--- config.mk ---
export PLATFORM = sky130hd
export DESIGN_NAME = ps2_host_tx
export DESIGN_NICKNAME = d
export VERILOG_FILES = /design/src/rtl/ps2_pkg.sv /design/src/rtl/ps2_sync_edge.sv /design/src/rtl/ps2_host_tx.sv
export SDC_FILE = /design/constraint.sdc
export NUM_CORES = 1
export LEC_CHECK = 0
export CORE_MARGIN = 1
export CORE_UTILIZATION = 60
export CTS_CLUSTER_DIAMETER = 50
export DETAILED_ROUTE_END_ITERATION = 10
export GPL_TIMING_DRIVEN = 1
export PLACE_DENSITY = 0.82
export RECOVER_POWER = 50
export SLEW_MARGIN = 20
export SYNTH_ARGS = -nofsm -noshare
export SYNTH_HDL_FRONTEND = slang
export SYNTH_SLANG_ARGS = --single-unit
--- constraint.sdc ---
create_clock -name clock -period 2.3 [get_ports clock]
set_clock_uncertainty 0.1 [all_clocks]
set_input_delay 0.23 -clock clock [delete_from_list [all_inputs] [get_ports clock]]
set_output_delay 0.23 -clock clock [all_outputs]
set_load 0.1 [all_outputs]
--- src/rtl/ps2_pkg.sv ---
// Shared PS/2 host-transmit types: FSM state encoding, timer width and device command bytes.
package ps2_pkg;

   localparam int unsigned TimerW = 17;

   localparam logic [7:0] CMD_SET_LEDS = 8'hED;
   localparam logic [7:0] CMD_ENABLE   = 8'hF4;
   localparam logic [7:0] CMD_RESET    = 8'hFF;

   typedef enum logic [2:0] {
      StIdle,
      StInhibit,
      StStart,
      StBits,
      StStop,
      StAck,
      StWaitIdle
   } ps2_state_e;

   // Odd parity: the parity bit makes the total count of ones odd.
   function automatic logic odd_parity(input logic [7:0] data);
      return ~(^data);
   endfunction

endpackage

--- src/rtl/ps2_sync_edge.sv ---
// Two-flop synchronizer for a raw PS/2 pad plus a falling-edge detector on the synchronized level.
module ps2_sync_edge (
   input  logic clock,
   input  logic resetn,
   input  logic in_i,
   output logic sync_o,
   output logic fall_o
);

   logic meta_q, sync_q, prev_q;

   // Reset to the idle-high line level so leaving reset never looks like an edge.
   always_ff @(posedge clock or negedge resetn) begin
      if (!resetn) begin
         meta_q <= 1'b1;
         sync_q <= 1'b1;
         prev_q <= 1'b1;
      end else begin
         meta_q <= in_i;
         sync_q <= meta_q;
         prev_q <= sync_q;
      end
   end

   assign sync_o = sync_q;
   assign fall_o = prev_q & ~sync_q;

endmodule

--- src/rtl/ps2_host_tx.sv ---
// PS/2 host-to-device byte transmitter (open-drain clock/data).
// Define PS2_HOST_TX_TIMEOUT_EN to add a watchdog on the device clock during START..ACK.
module ps2_host_tx
   import ps2_pkg::*;
#(
   parameter int unsigned CLK_HZ     = 50000000,
   parameter int unsigned INHIBIT_US = 100,
   parameter int unsigned TIMEOUT_US = 2000
) (
   input  logic       clock,
   input  logic       resetn,
   input  logic [7:0] tx_data,
   input  logic       tx_valid,
   output logic       tx_ready,
   output logic       tx_done,
   output logic       tx_err,
   input  logic       ps2c_in,
   input  logic       ps2d_in,
   output logic       ps2c_oe,
   output logic       ps2d_oe,
   output logic       rx_inhibit
);

   localparam int unsigned InhibitCycles = CLK_HZ / 1000000 * INHIBIT_US;
   localparam logic [TimerW-1:0] InhibitLast = TimerW'(InhibitCycles - 1);
`ifdef PS2_HOST_TX_TIMEOUT_EN
   localparam int unsigned TimeoutCycles = CLK_HZ / 1000000 * TIMEOUT_US;
   localparam logic [TimerW-1:0] TimeoutLast = TimerW'(TimeoutCycles - 1);
`endif

   ps2_state_e        state_q, state_d;
   logic [TimerW-1:0] timer_q, timer_d;
   logic [3:0]        bit_cnt_q, bit_cnt_d;
   logic [8:0]        shift_q, shift_d;
   logic              ack_ok_q, ack_ok_d;
   logic              tx_done_q, tx_done_d;
   logic              tx_err_q, tx_err_d;
   logic              c_sync, c_fall, d_sync, d_fall_unused;

   ps2_sync_edge u_sync_c (
      .clock  (clock),
      .resetn (resetn),
      .in_i   (ps2c_in),
      .sync_o (c_sync),
      .fall_o (c_fall)
   );

   ps2_sync_edge u_sync_d (
      .clock  (clock),
      .resetn (resetn),
      .in_i   (ps2d_in),
      .sync_o (d_sync),
      .fall_o (d_fall_unused)
   );

   always_comb begin
      state_d   = state_q;
      bit_cnt_d = bit_cnt_q;
      shift_d   = shift_q;
      ack_ok_d  = ack_ok_q;
      tx_done_d = 1'b0;
      tx_err_d  = 1'b0;
      unique case (state_q)
         StIdle: begin
            if (tx_valid) begin
               shift_d   = {odd_parity(tx_data), tx_data};
               bit_cnt_d = '0;
               ack_ok_d  = 1'b0;
               state_d   = StInhibit;
            end
         end
         StInhibit: begin
            if (timer_q == InhibitLast) state_d = StStart;
         end
         StStart: begin
            if (c_fall) begin
               bit_cnt_d = 4'd1;
               state_d   = StBits;
            end
         end
         // Edge 1 put data bit 0 out; edges 2..9 shift so parity sits in bit 0 on entering STOP.
         StBits: begin
            if (c_fall) begin
               shift_d   = {1'b0, shift_q[8:1]};
               bit_cnt_d = bit_cnt_q + 4'd1;
               if (bit_cnt_q == 4'd8) state_d = StStop;
            end
         end
         StStop: begin
            if (c_fall) begin
               bit_cnt_d = bit_cnt_q + 4'd1;
               state_d   = StAck;
            end
         end
         StAck: begin
            if (c_fall) begin
               ack_ok_d = ~d_sync;
               tx_err_d = d_sync;
               state_d  = StWaitIdle;
            end
         end
         StWaitIdle: begin
            if (c_sync && d_sync) begin
               tx_done_d = ack_ok_q;
               state_d   = StIdle;
            end
         end
         default: state_d = StIdle;
      endcase
`ifdef PS2_HOST_TX_TIMEOUT_EN
      if ((state_q inside {StStart, StBits, StStop, StAck}) && !c_fall && timer_q == TimeoutLast)
      begin
         state_d   = StIdle;
         ack_ok_d  = 1'b0;
         tx_done_d = 1'b0;
         tx_err_d  = 1'b1;
      end
`endif
   end

   // One timer: inhibit length in INHIBIT, device-clock watchdog in START..ACK when enabled.
   always_comb begin
      timer_d = timer_q + 1'b1;
      if (state_d != state_q) begin
         timer_d = '0;
`ifdef PS2_HOST_TX_TIMEOUT_EN
      end else if ((state_q inside {StIdle, StWaitIdle}) || (c_fall && state_q != StInhibit)) begin
`else
      end else if (state_q != StInhibit) begin
`endif
         timer_d = '0;
      end
   end

   always_ff @(posedge clock or negedge resetn) begin
      if (!resetn) begin
         state_q   <= StIdle;
         timer_q   <= '0;
         bit_cnt_q <= '0;
         shift_q   <= '0;
         ack_ok_q  <= 1'b0;
         tx_done_q <= 1'b0;
         tx_err_q  <= 1'b0;
      end else begin
         state_q   <= state_d;
         timer_q   <= timer_d;
         bit_cnt_q <= bit_cnt_d;
         shift_q   <= shift_d;
         ack_ok_q  <= ack_ok_d;
         tx_done_q <= tx_done_d;
         tx_err_q  <= tx_err_d;
      end
   end

   always_comb begin
      ps2c_oe = 1'b0;
      ps2d_oe = 1'b0;
      unique case (state_q)
         StInhibit:      ps2c_oe = 1'b1;
         StStart:        ps2d_oe = 1'b1;
         StBits, StStop: ps2d_oe = ~shift_q[0];
         default:        ;
      endcase
   end

   assign tx_ready   = (state_q == StIdle);
   assign rx_inhibit = (state_q != StIdle);
   assign tx_done    = tx_done_q;
   assign tx_err     = tx_err_q;

endmodule
# Word-level counts from Yosys, hierarchy flattened
# Index checks and enable logic that the tools add are counted.
dict set report op_classes {
  eq_ne 15
  n_addsub 2
  muxes 27
  n_reduce_logical 11
  bitwise_logic 5
}
# op n
set op_table {}
lappend op_table {{17-bit two-way mux} 2}
lappend op_table {{3-bit two-way mux} 8}
lappend op_table {{3-bit one-hot mux with 7 select lines} 1}
lappend op_table {{9-bit two-way mux} 2}
lappend op_table {{9-bit one-hot mux with 2 select lines} 1}
lappend op_table {{17-bit by 1-bit adder with 17-bit output (second input constant)} 1}
lappend op_table {{17-bit by 13-bit == test with 1-bit output (second input constant)} 1}
lappend op_table {{4-bit two-way mux} 3}
lappend op_table {{4-bit one-hot mux with 3 select lines} 1}
lappend op_table {{3-bit == test (second input constant)} 3}
lappend op_table {{2-bit != test (second input constant)} 4}
lappend op_table {{8-bit XOR reduction} 1}
lappend op_table {{1-bit two-way mux} 7}
lappend op_table {{3-bit by 2-bit == test with 1-bit output (second input constant)} 2}
lappend op_table {{3-bit AND reduction} 2}
lappend op_table {{3-bit nonzero test} 2}
lappend op_table {{4-bit by 1-bit adder with 4-bit output (second input constant)} 1}
lappend op_table {{4-bit == test (second input constant)} 1}
lappend op_table {{1-bit inverter} 4}
lappend op_table {{1-bit one-hot mux with 2 select lines} 2}
lappend op_table {{4-bit AND reduction} 1}
lappend op_table {{2-bit nonzero test} 2}
lappend op_table {{3-bit by 1-bit == test with 1-bit output (second input constant)} 1}
lappend op_table {{3-bit zero test} 1}
lappend op_table {{6 further kinds} 6}
dict set report word_totals {
  output_inout_bits 6
  ff_bits 41
  in_bits 13
  elab_cells 72
}

# Depth between registers and ports, before layout
# Gate-level depths: netlist of run 1.
dict set report depth {
  depth_word 6
  ltp_mapped 6
  ltp_nobuf 6
}

# Cells and area by module
# Synthesis of run 1 repeated with hierarchy kept, for this count alone.
dict set report unflattened {
  hier_cells 209
  hier_area_um2 2127.0
}
# module cells_each area_each_um2 n_inst
set by_module_without_submodules {}
lappend by_module_without_submodules {ps2_host_tx 201 1941.9 1}
lappend by_module_without_submodules {ps2_sync_edge 4 92.6 2}

# Worst setup path before layout of run 1
# Ideal clock, no wire load.
dict set report synth_timing {
  kind {reg2out}
  startpoint {register state_q[2]}
  endpoint {output port ps2d_oe}
  path_slack_ns -0.394
  path_buffers 0
  arrival_time_ns 2.364
  required_time_ns 1.970
  stages_incl_launch_ff 4
  cell_sequence {dfrtp_1 -> or2b_2 -> o21a_1 -> o22ai_1}
}
dict set report synth_between {
  elab_chain_cells 3
  elab_cells_between_ends 5
  classes_between {eq/ne: 3; mux: 1; reduce/logical: 1}
}
# item line_no
set synth_rtl {}
lappend synth_rtl {{start: declaration} ps2_host_tx.sv:31} ;# ps2_state_e state_q, state_d;
lappend synth_rtl {{start signal: assignment} ps2_host_tx.sv:137} ;# state_q <= StIdle;
lappend synth_rtl {{start signal: assignment} ps2_host_tx.sv:145} ;# state_q <= state_d;
lappend synth_rtl {{3-bit by 2-bit == test with 1-bit output or 3-bit == test (tied branches)} ps2_host_tx.sv:158} ;# unique case (state_q)
lappend synth_rtl {{2-bit OR reduction (no line)} -}
lappend synth_rtl {{1-bit one-hot mux with 2 select lines (*)} ps2_host_tx.sv:158}
lappend synth_rtl {{end: declaration} ps2_host_tx.sv:20} ;# output logic ps2d_oe,
# Every way passes the cells marked *; elsewhere a longest branch is shown, timed or not.

# Final worst setup path of run 1
dict set report layout_timing {
  startpoint {register state_q[0]}
  endpoint {output port tx_ready}
}
dict set report layout_between {
  elab_chain_cells 1
}
# item line_no
set layout_rtl {}
lappend layout_rtl {{3-bit zero test} ps2_host_tx.sv:166} ;# assign tx_ready = (state_q == StIdle);
lappend layout_rtl {{end: declaration} ps2_host_tx.sv:14} ;# output logic tx_ready,
# Every way passes these cells.

==> out/metrics.csv, run 1 <==
stage;metric;value;unit
yosys;most numerous cell in the Yosys netlist;dfrtp_1;
timing;Setup Viol. Count Final;0;
timing;RSZ-0062 raised after global routing;no;
yosys;flops & latches, synth;41;
layout;multi-input logic area;0.00106;mm2
clock_tree;Clock transition at path regs;0.12;ns
yosys;Yosys warning count;0;
clock_tree;H-tree level count;2;
timing;Max Clk Rate;466;MHz
timing;Slew @ Worst Pin;0.993;ns
drt;initial DRC count;108;
die;IO Count;19;
global_routing;grt ovf;0;
place;Placed Cells;268;
yosys;Synth top cells by count;36 x dfrtp_1, 20 x nor2_1, 18 x nand2_1, 18 x xnor2_1, 11 x o21ai_0;
setup_path;CP top delay family;simple AND/OR/NAND/NOR gates;
hold_path;hold_sp;u_sync_d.meta_q;
setup_path;Slowest Stage Delay on Critical Path;0.61;ns
setup_path;critical path class;flop to output port;
global_routing;vias in the first global route;1589;
clock_tree;Clock Tree Root;clkbuf_4;
power;clock share of power;0.384;
layout;Area Growth Syn to Fin;15.5;%
yosys;post-synthesis cell count;209;
drt;DRT Pass-1 Iters;4;
hold_path;hold depth;0;
die;# rows;21;
run_status;status;complete, no violations;
power;Sw Share;0.214;
setup_path;Crit path depth;3;
setup_path;Worst setup SP type;flop;
clock_tree;CTS max path bufs;2;
yosys;Syn Nets;225;
setup_path;reg-to-reg setup timing slack;0.42;ns
setup_path;crit-path cells;or3_2 > clkinvlp_4 > buf_12;
power;Gate power share;0.054;
setup_path;buffers and inverters on the worst path;2;
die;core area;0.00339;mm2
yosys;area share of the largest cell type after synthesis;0.417;
power;maximum VDD drop;412;uV
layout;non-filler cells, final;277;
layout;utilization after layout;0.736;
setup_path;Arr. time, crit path;1.82;ns
timing;Tmin final;2.15;ns
yosys;Netlist Area Pre-Place;0.00216;mm2
setup_path;worst r2r src;u_sync_c.sync_o;
place;Port Buffer Count;18;
timing;Setup TNS Final;0;ns
drt;Via Count;1596;
hold_path;hold path endpoint;u_sync_d.sync_o;
layout;fill cell count;228;
clock_tree;CTS tree;built;
setup_path;crit path from;state_q[0];
die;Die Area;0.00384;mm2
die;Die X;62.0;um
yosys;Main synth FF type;dfrtp_1;
drt;ANT nets after route;0;
yosys;area leader, netlist;dfrtp_1;
global_routing;GR Util All Layers;0.264;
drt;DRC Markers;0;
setup_path;R2R depth;3;
power;Sw Pwr;0.279;mW
clock_tree;Sink Count;41;
layout;fraction of final layout cells with drive strength greater than 1;0.173;
power;cell leakage power;1.07;nW
clock_tree;latest clock arrival within the worst-skew pair;0.36;ns
die;initial core utilization;0.637;
power;internal power;1.02;mW
timing;Rel. slew slack;0.338;
timing;worst hold slack;0.262;ns
drt;Routed WL;4280;um
hold_path;worst hold path type;flop to flop;
setup_path;Slowest-stage cell, CP;or3_2;
setup_path;Worst EP required;1.97;ns
yosys;ys async rst share;1.00;
power;Pwr Density;523;mW/mm2
global_routing;first-pass GRT wire length;7150;um
flow_run;Max-Cap Viols;0;
yosys;Post-synth EDFFs;0;
clock_tree;CTS Buf Count;5;
yosys;post-synthesis cell type count;50;
timing;Final Hold Fails;0;
yosys;Synth area leaders;dfrtp_1 42%, xnor2_1 7.3%, dfstp_2 6.1%;
layout;antenna cell count;0;
timing;Final period util;0.934;
timing;Final Max Tran Viols;0;
drt;vias per cell;5.76;
yosys;sequential area share after synthesis;0.478;
global_routing;initial antenna violation count;0;
setup_path;crit-path max FO;15;
power;total power;1.30;mW
place;GP Congestion;0.853;
setup_path;Crit. End Element;output port;
die;Die Height;62.0;um
setup_path;end of the worst register-to-register path;shift_q[0];
layout;Register Area;0.00103;mm2
place;detailed placement HPWL;3050;um
power;Reg power frac;0.562;
layout;fin nets;246;
yosys;Mean Syn Cell Area;10.3;um2
drt;average wire per standard cell;15.5;um
global_routing;pin count of the biggest net entering global routing;42;
==> power by group through the flow <==
stage	sequential, mW	clock [mW]	combinational, mW
5_1_grt	0.734	0.542	0.0793
3_3_place_gp	0.746	0	0.0686
3_5_place_dp	0.747	0	0.0710
2_1_floorplan	0.746	0	0.0302
4_1_cts	0.733	0.509	0.0725
6_report	0.733	0.500	0.0705
==> how the worst max path moves through the flow <==
stage,end
global route,tx_ready
floorplan,tx_ready
global placement,ps2d_oe
finish,tx_ready
CTS,ps2d_oe
detailed placement,state_q[0]
==> state kept, by name (all words and copies together), names as in the netlist <==
signal,count
tx_done,1
u_sync_c.sync_o,1
timer_q,17
u_sync_d.sync_o,1
state_q,3
shift_q,9
u_sync_d.meta_q,1
tx_err,1
u_sync_c.prev_q,1
bit_cnt_q,4
ack_ok_q,1
u_sync_c.meta_q,1
==> per-stage QoR <==
step           setup slack [ns]  cell area, um2
2_1_floorplan             0.113            2170
3_3_place_gp              0.483            2400
3_5_place_dp              0.451            2400
4_1_cts                  0.0462            2490
5_1_grt                  0.0815            2490
6_report                  0.152            2490
==> cells in the final DEF (no fill, tap or decap), types with 2 or more instances in the layout <==
cell type,n
ha_1,3
dfrtp_1,34
nand3b_1,3
xnor2_1,18
and2_1,2
nor2_2,4
o21ai_0,11
inv_1,6
nand2_1,18
xor2_1,4
buf_12,4
or2b_2,2
nor2b_1,2
nand3_1,6
nand2b_1,4
nor2_1,20
dfstp_2,4
clkbuf_4,5
nor3_1,6
dfrtp_2,2
nand4_1,3
nor4_1,6
dlygate4sd3_1,3
nor4b_1,3
a21oi_1,4
mux2i_1,10
clkdlybuf4s50_1,9
buf_4,3
==> cells by family after synthesis <==
family / Yosys count / synth area share
xor gates and xnor gates: 22 / 0.0893
DFF: 41 / 0.478
adders and majority gates: 3 / 0.0174
buffers and inverters: 13 / 0.0371
AOI/OAI and AO/OA: 31 / 0.0991
muxes: 10 / 0.0464
and+or+nand+nor: 89 / 0.232
==> worst reg2reg max path, delay by kind of cell, from the launching register on <==
family,cells,cell delay [ns]
compound gates,2,0.74
flops,1,0.66
simple gates,1,0.24
==> what timing repair did <==
item                                    4_1_cts  5_1_grt
setup buffers                                 0        0
hold buffers                                  1        0
endpoints found under the hold margin        36        0
gates resized for setup                       0        2
endpoints found under the setup margin        0        1
==> metal layers <==
| metal | part of all wire | GRT usage | vias up |
|---|---|---|---|
| met5 | 0 | 0 | - |
| met4 | 0.032 | 0.171 | 0 |
| met3 | 0.039 | 0.0559 | 12 |
| met2 | 0.49 | 0.398 | 39 |
| met1 | 0.44 | 0.345 | 770 |
| li1 | - | - | 775 |
==> cell type report <==
| type | instances | share of cell area |
|---|---|---|
| Clock inverter | 1 | 0.0120 |
| Inverter | 7 | 0.0120 |
| Multi-Input combinational cell | 155 | 0.424 |
| Clock buffer | 7 | 0.0221 |
| Timing Repair Buffer | 20 | 0.0913 |
| Tap cell | 46 | 0.0231 |
| Sequential cell | 41 | 0.415 |
No activity file was read; power rests on OpenSTA's default activity.
==> inputs of run 2 (changes only) <==
--- a/config.mk
+++ b/config.mk
@@ -5,14 +5,14 @@
 export SDC_FILE = /design/constraint.sdc
 export NUM_CORES = 1
 export LEC_CHECK = 0
-export CORE_MARGIN = 1
 export CORE_UTILIZATION = 60
 export CTS_CLUSTER_DIAMETER = 50
 export DETAILED_ROUTE_END_ITERATION = 10
 export GPL_TIMING_DRIVEN = 1
-export PLACE_DENSITY = 0.82
+export PLACE_DENSITY = 0.83
 export RECOVER_POWER = 50
 export SLEW_MARGIN = 20
 export SYNTH_ARGS = -nofsm -noshare
 export SYNTH_HDL_FRONTEND = slang
+export SYNTH_HIERARCHICAL = 1
 export SYNTH_SLANG_ARGS = --single-unit
==> run 2 against run 1 <==
Against the previous run:
- flip-flop and latch count unchanged
- critical path depth stayed put
- sequential power barely moved
- clock power shrank 29%
- core utilization fell by 2.5 points
- synthesized cell count decreased by 0.96%
- fmax down 0.38%
- highest routed layer unchanged
==> out/metrics.csv, run 2 <==
stage;metric;value;unit;change
layout;utilization after layout;0.711;;-0.0252
layout;antenna cell count;0;;unchanged
timing;RSZ-0062 raised after global routing;no;;
setup_path;crit path from;state_q[0];;
global_routing;vias in the first global route;1463;;-7.9%
drt;DRT Pass-1 Iters;4;;unchanged
clock_tree;latest clock arrival within the worst-skew pair;0.35;ns;about the same
drt;average wire per standard cell;14.3;um;-7.4%
die;Die Area;0.00372;mm2;-3.2%
power;Gate power share;0.059;;+0.005
clock_tree;Sink Count;41;;unchanged
setup_path;R2R depth;4;;+1
yosys;Syn Nets;223;;-0.89%
yosys;Mean Syn Cell Area;10.1;um2;-2.4%
layout;commonest cells after routing, fill and taps aside;35 x dfrtp_1, 25 x nand2_1, 19 x o21ai_0;;
yosys;post-synthesis cell count;207;;-0.96%
layout;fill cell count;264;;+16%
die;Die X;61.0;um;-1.6%
power;clock share of power;0.307;;-0.077
layout;fin nets;244;;-0.81%
setup_path;worst r2r src;state_q[0];;
layout;max reg flops;17;;unchanged
clock_tree;CTS max path bufs;2;;unchanged
power;total power;1.15;mW;-12%
clock_tree;CTS tree;built;;
timing;Final Hold Fails;0;;unchanged
timing;Final Max Tran Viols;0;;unchanged
power;Sw Share;0.237;;+0.0229
setup_path;Arr. time, crit path;1.83;ns;about the same
timing;Slew @ Worst Pin;1.16;ns;+0.167 ns
drt;vias per cell;5.87;;+1.9%
timing;Tmin final;2.16;ns;+0.00820 ns
timing;Rel. slew slack;0.230;;-0.108
layout;most common cell after layout, fill and taps aside;dfrtp_1;;
drt;Via Count;1614;;+1.1%
global_routing;first-pass GRT wire length;6450;um;-9.8%
clock_tree;CTS Buf Count;5;;unchanged
timing;Setup Viol. Count Final;0;;unchanged
hold_path;hold path endpoint;u_sync_d/sync_o;;
layout;non-filler cells, final;275;;-0.72%
global_routing;pin count of the biggest net entering global routing;42;;unchanged
run_status;status;complete, no violations;;
flow_run;Max-Cap Viols;0;;unchanged
layout;fraction of final layout cells with drive strength greater than 1;0.157;;-0.0160
global_routing;initial antenna violation count;0;;unchanged
power;Pwr Density;486;mW/mm2;-7.0%
drt;Routed WL;3940;um;-8.1%
hold_path;hold_sp;u_sync_d/meta_q;;
clock_tree;Clock Tree Root;clkbuf_4;;
layout;Area Growth Syn to Fin;13.6;%;
place;GP Congestion;0.814;;-4.6%
place;Placed Cells;266;;-0.75%
setup_path;reg-to-reg setup timing slack;0.44;ns;+0.02 ns
clock_tree;H-tree level count;2;;unchanged
yosys;Yosys warning count;6;;+6
global_routing;grt ovf;0;;unchanged
setup_path;Worst EP required;1.97;ns;about the same
place;Port Buffer Count;18;;unchanged
setup_path;Crit. End Element;output port;;
timing;Final period util;0.937;;+0.00356
die;Die Height;61.0;um;-1.6%
setup_path;Worst setup SP type;flop;;
die;IO Count;19;;unchanged
power;cell leakage power;0.947;nW;-12%
drt;DRC Markers;0;;unchanged
power;internal power;0.879;mW;-14%
setup_path;crit-path max FO;12;;-3
hold_path;hold depth;0;;unchanged
drt;ANT nets after route;0;;unchanged
power;Sw Pwr;0.273;mW;-2.2%
layout;Reg with most FFs;timer_q;;
yosys;Netlist Area Pre-Place;0.00209;mm2;-3.3%
power;Reg power frac;0.635;;+0.073
die;# rows;21;;unchanged
die;initial core utilization;0.625;;-0.0113
hold_path;worst hold path type;flop to flop;;
clock_tree;Clock transition at path regs;0.12;ns;about the same
global_routing;GR Util All Layers;0.236;;-0.0278
setup_path;critical path class;flop to output port;;
layout;leading registers by flop count;timer_q x17, shift_q x9, bit_cnt_q x4;;
power;maximum VDD drop;426;uV;+3.3%
die;core area;0.00334;mm2;-1.6%
setup_path;end of the worst register-to-register path;bit_cnt_q[3];;
timing;Max Clk Rate;464;MHz;-0.38%
drt;initial DRC count;119;;+10%
place;detailed placement HPWL;2830;um;-7.3%
-- run 2: timing repair --
item	CTS	global route
hold endpoints to repair	36	0
endpoints found under the setup margin	0	1
gates resized for setup	0	1
buffers inserted	0	0
hold buffers	1	0
-- run 2: how the worst max path moves through the flow --
stage                            end  slack (ns)  cells past startpoint
after floorplan           rx_inhibit       -0.12                      3
after global placement       ps2d_oe        0.47                      3
after global routing         ps2d_oe        0.08                      3
after CTS                    ps2d_oe        0.01                      3
after detailed placement     ps2d_oe        0.41                      3
final                        ps2d_oe        0.14                      3
-- run 2: cell type report --
| class | count | area, um2 | area share |
|---|---|---|---|
| clock buffers | 5 | 37.5 | 0.0158 |
| clock inverters | 3 | 17.5 | 0.00739 |
| inverters | 4 | 15.0 | 0.00633 |
| multi-input cells | 155 | 1010 | 0.425 |
| flip-flops and latches | 41 | 1030 | 0.436 |
| well taps | 46 | 57.6 | 0.0243 |
| repair buffers | 21 | 203 | 0.0855 |
-- run 2: stage by stage --
stage | worst slack (ns) | instance area [um2] | setup TNS (ns) | hold WS [ns]
2_1_floorplan | -0.124 | 2100 | -0.271 | -0.166
3_3_place_gp | 0.470 | 2310 | 0 | 0.251
3_5_place_dp | 0.409 | 2310 | 0 | 0.248
6_report | 0.144 | 2370 | 0 | 0.267
4_1_cts | 0.0143 | 2380 | 0 | 0.166
5_1_grt | 0.0797 | 2370 | 0 | 0.271
-- run 2: worst max-delay path, stage by stage, from the launching register on --
cell and delay, ns:
dfrtp_1 0.56, or3b_2 0.54, o21ai_2 0.18, buf_12 0.19
-- run 2: routing by layer --
layer	up-vias	track usage	part of all wire	wire length (um)
li1	780	-	-	-
met1	788	0.315	0.46	1810
met2	42	0.381	0.49	1930
met3	4	0.0640	0.042	167
met4	0	0.0649	0.0069	27
met5	-	0	0	0
-- run 2: power groups by stage --
stage / Clock (mW) / Combinational (mW) / Sequential [mW]
3_3_place_gp: 0 / 0.0665 / 0.745
5_1_grt: 0.389 / 0.0757 / 0.732
3_5_place_dp: 0 / 0.0683 / 0.745
6_report: 0.354 / 0.0674 / 0.731
2_1_floorplan: 0 / 0.0280 / 0.745
4_1_cts: 0.358 / 0.0700 / 0.732
==> inputs of run 3 (changes only) <==
--- a/config.mk
+++ b/config.mk
@@ -5,6 +5,7 @@
 export SDC_FILE = /design/constraint.sdc
 export NUM_CORES = 1
 export LEC_CHECK = 0
+export CORE_ASPECT_RATIO = 1.5
 export CORE_UTILIZATION = 60
 export CTS_CLUSTER_DIAMETER = 50
 export DETAILED_ROUTE_END_ITERATION = 10
==> run 3 against run 2 <==
Against the previous run:
- core utilization rose by 3.6 points
- count of clock-buffer cells in the layout up 1
- die area up 0.14%
- worst hold slack worse by 0.0090 ns
- sequential share of layout area shrank 0.61 points
- power grew 12%
- sequential power barely moved
- register-to-register slack worse by 0.03 ns
- final cell count is 2.2% lower
- fmax up 2.6%
- first-iteration DRC count decreased by 73%
- design area increased by 1.4%
- critical path type unchanged
==> out/metrics.csv, run 3 (same netlist as run 2, synthesis figures left out) <==
stage;metric;value;unit;change
drt;Routed WL;4110;um;+4.5%
layout;non-filler cells, final;269;;-2.2%
layout;Register Area;0.00103;mm2;unchanged
place;Placed Area;0.00230;mm2;-0.32%
timing;Final Max Tran Viols;0;;unchanged
drt;ANT nets after route;0;;unchanged
setup_path;Worst setup SP type;flop;;
die;core area;0.00322;mm2;-3.4%
hold_path;hold depth;0;;unchanged
power;maximum VDD drop;588;uV;+38%
timing;Final period util;0.914;;-0.0238
layout;leading registers by flop count;timer_q x17, shift_q x9, bit_cnt_q x4;;
timing;Setup Viol. Count Final;0;;unchanged
layout;multi-input logic area;0.00101;mm2;unchanged
power;cell leakage power;0.967;nW;+2.1%
place;Placed Cells;260;;-2.3%
global_routing;first-pass GRT wire length;7140;um;+11%
setup_path;Worst EP required;1.97;ns;about the same
layout;antenna cell count;0;;unchanged
setup_path;R2R depth;5;;+1
layout;commonest cells after routing, fill and taps aside;35 x dfrtp_1, 25 x nand2_1, 19 x o21ai_0;;
layout;fill cell count;232;;-12%
flow_run;Max-Cap Viols;0;;unchanged
global_routing;GR Util All Layers;0.261;;+0.0251
clock_tree;CTS tree;built;;
global_routing;grt ovf;0;;unchanged
global_routing;vias in the first global route;1661;;+14%
setup_path;crit-path max FO;12;;unchanged
hold_path;worst hold path type;flop to flop;;
setup_path;Crit. End Element;output port;;
die;initial core utilization;0.648;;+0.0223
drt;initial DRC count;32;;-73%
drt;DRC Markers;0;;unchanged
layout;Area Growth Syn to Fin;15.2;%;
global_routing;initial antenna violation count;0;;unchanged
layout;most common cell after layout, fill and taps aside;dfrtp_1;;
die;Die Area;0.00372;mm2;+0.14%
die;IO Count;19;;unchanged
drt;average wire per standard cell;15.3;um;+6.8%
setup_path;Arr. time, crit path;1.77;ns;-0.06 ns
die;Die X;50.2;um;-18%
clock_tree;post-CTS setup buffers;0;;unchanged
global_routing;pin count of the biggest net entering global routing;42;;unchanged
place;GP Congestion;0.860;;+5.6%
clock_tree;Clock transition at path regs;0.08;ns;-0.04 ns
layout;Reg with most FFs;timer_q;;
clock_tree;H-tree level count;2;;unchanged
place;Port Buffer Count;18;;unchanged
timing;Max Clk Rate;476;MHz;+2.6%
timing;Slew @ Worst Pin;1.17;ns;+0.00919 ns
layout;fraction of final layout cells with drive strength greater than 1;0.157;;unchanged
power;Pwr Density;536;mW/mm2;+10%
drt;vias per cell;6.01;;+2.5%
layout;design area;0.00240;mm2;+1.4%
die;Die Height;74.2;um;+22%
power;total power;1.29;mW;+12%
timing;Rel. slew slack;0.224;;-0.00610
timing;Final Hold Fails;0;;unchanged
clock_tree;CTS Buf Count;5;;unchanged
layout;fin nets;244;;unchanged
run_status;status;complete, no violations;;
layout;max reg flops;17;;unchanged
clock_tree;CTS max path bufs;2;;unchanged
place;detailed placement HPWL;3020;um;+6.8%
timing;RSZ-0062 raised after global routing;no;;
timing;Tmin final;2.10;ns;-0.0547 ns
clock_tree;Sink Count;41;;unchanged
drt;DRT Pass-1 Iters;4;;unchanged
clock_tree;latest clock arrival within the worst-skew pair;0.30;ns;-0.05 ns
setup_path;critical path class;flop to output port;;
clock_tree;Clock Tree Root;clkbuf_8;;
die;# rows;25;;+19%
drt;Via Count;1618;;+0.25%
[run 3: cell types whose count changed in the layout (fill, tap and decap cells not counted), sizes merged]
cell and change:
clkbuf +1, clkinvlp -1
[run 3: cell type report]
cell class | instances | share of cell area
sequential | 41 | 0.430
multi-input combinational | 155 | 0.419
timing repair buffer | 21 | 0.0843
clock buffer | 6 | 0.0343
tap | 40 | 0.0208
inverter | 4 | 0.00624
clock inverter | 2 | 0.00572
[run 3: metal layers]
| metal | share of wire | GRT usage | vias up |
|---|---|---|---|
| li1 | - | - | 776 |
| met1 | 0.37 | 0.256 | 802 |
| met2 | 0.57 | 0.498 | 32 |
| met3 | 0.030 | 0.0552 | 8 |
| met4 | 0.024 | 0.146 | 0 |
| met5 | 0 | 0 | - |
[run 3: timing repair]
action | 4_1_cts | 5_1_grt
hold buffers | 1 | 0
gates resized for setup | 0 | 1
hold endpoints to repair | 36 | 0
endpoints found under the setup margin | 0 | 1
[run 3: critical path, stage by stage, from the launching register on]
cell	delay (ns)
dfrtp_1	0.54
or3b_2	0.55
o21ai_2	0.19
buf_12	0.20
[run 3: final timing paths]
path | to | slack (ns) | from
min in group asynchronous | timer_q[12] | 0.52 | resetn
worst min-delay path | u_sync_d/sync_o | 0.26 | u_sync_d/meta_q
worst max-delay path | ps2d_oe | 0.20 | state_q[0]
worst min register to register | u_sync_d/sync_o | 0.26 | u_sync_d/meta_q
worst max register to register | timer_q[8] | 0.41 | timer_q[0]
max in group asynchronous | state_q[2] | 0.91 | resetn
[run 3: report_power, final]
group | switching (mW) | internal, mW | leakage (nW)
sequential | 0.00310 | 0.728 | 0.523
combinational | 0.0328 | 0.0355 | 0.392
clock | 0.248 | 0.243 | 0.0512
total | 0.283 | 1.01 | 0.967
[run 3: per-stage QoR]
step	hold slack, ns	utilization	TNS, ns	setup WS [ns]
floorplan	-0.166	-	-0.271	-0.124
global route	0.260	0.746	0	0.123
CTS	0.225	0.748	0	0.0674
global placement	0.246	0.715	0	0.459
detailed placement	0.247	0.715	0	0.418
finish	0.258	0.746	0	0.199
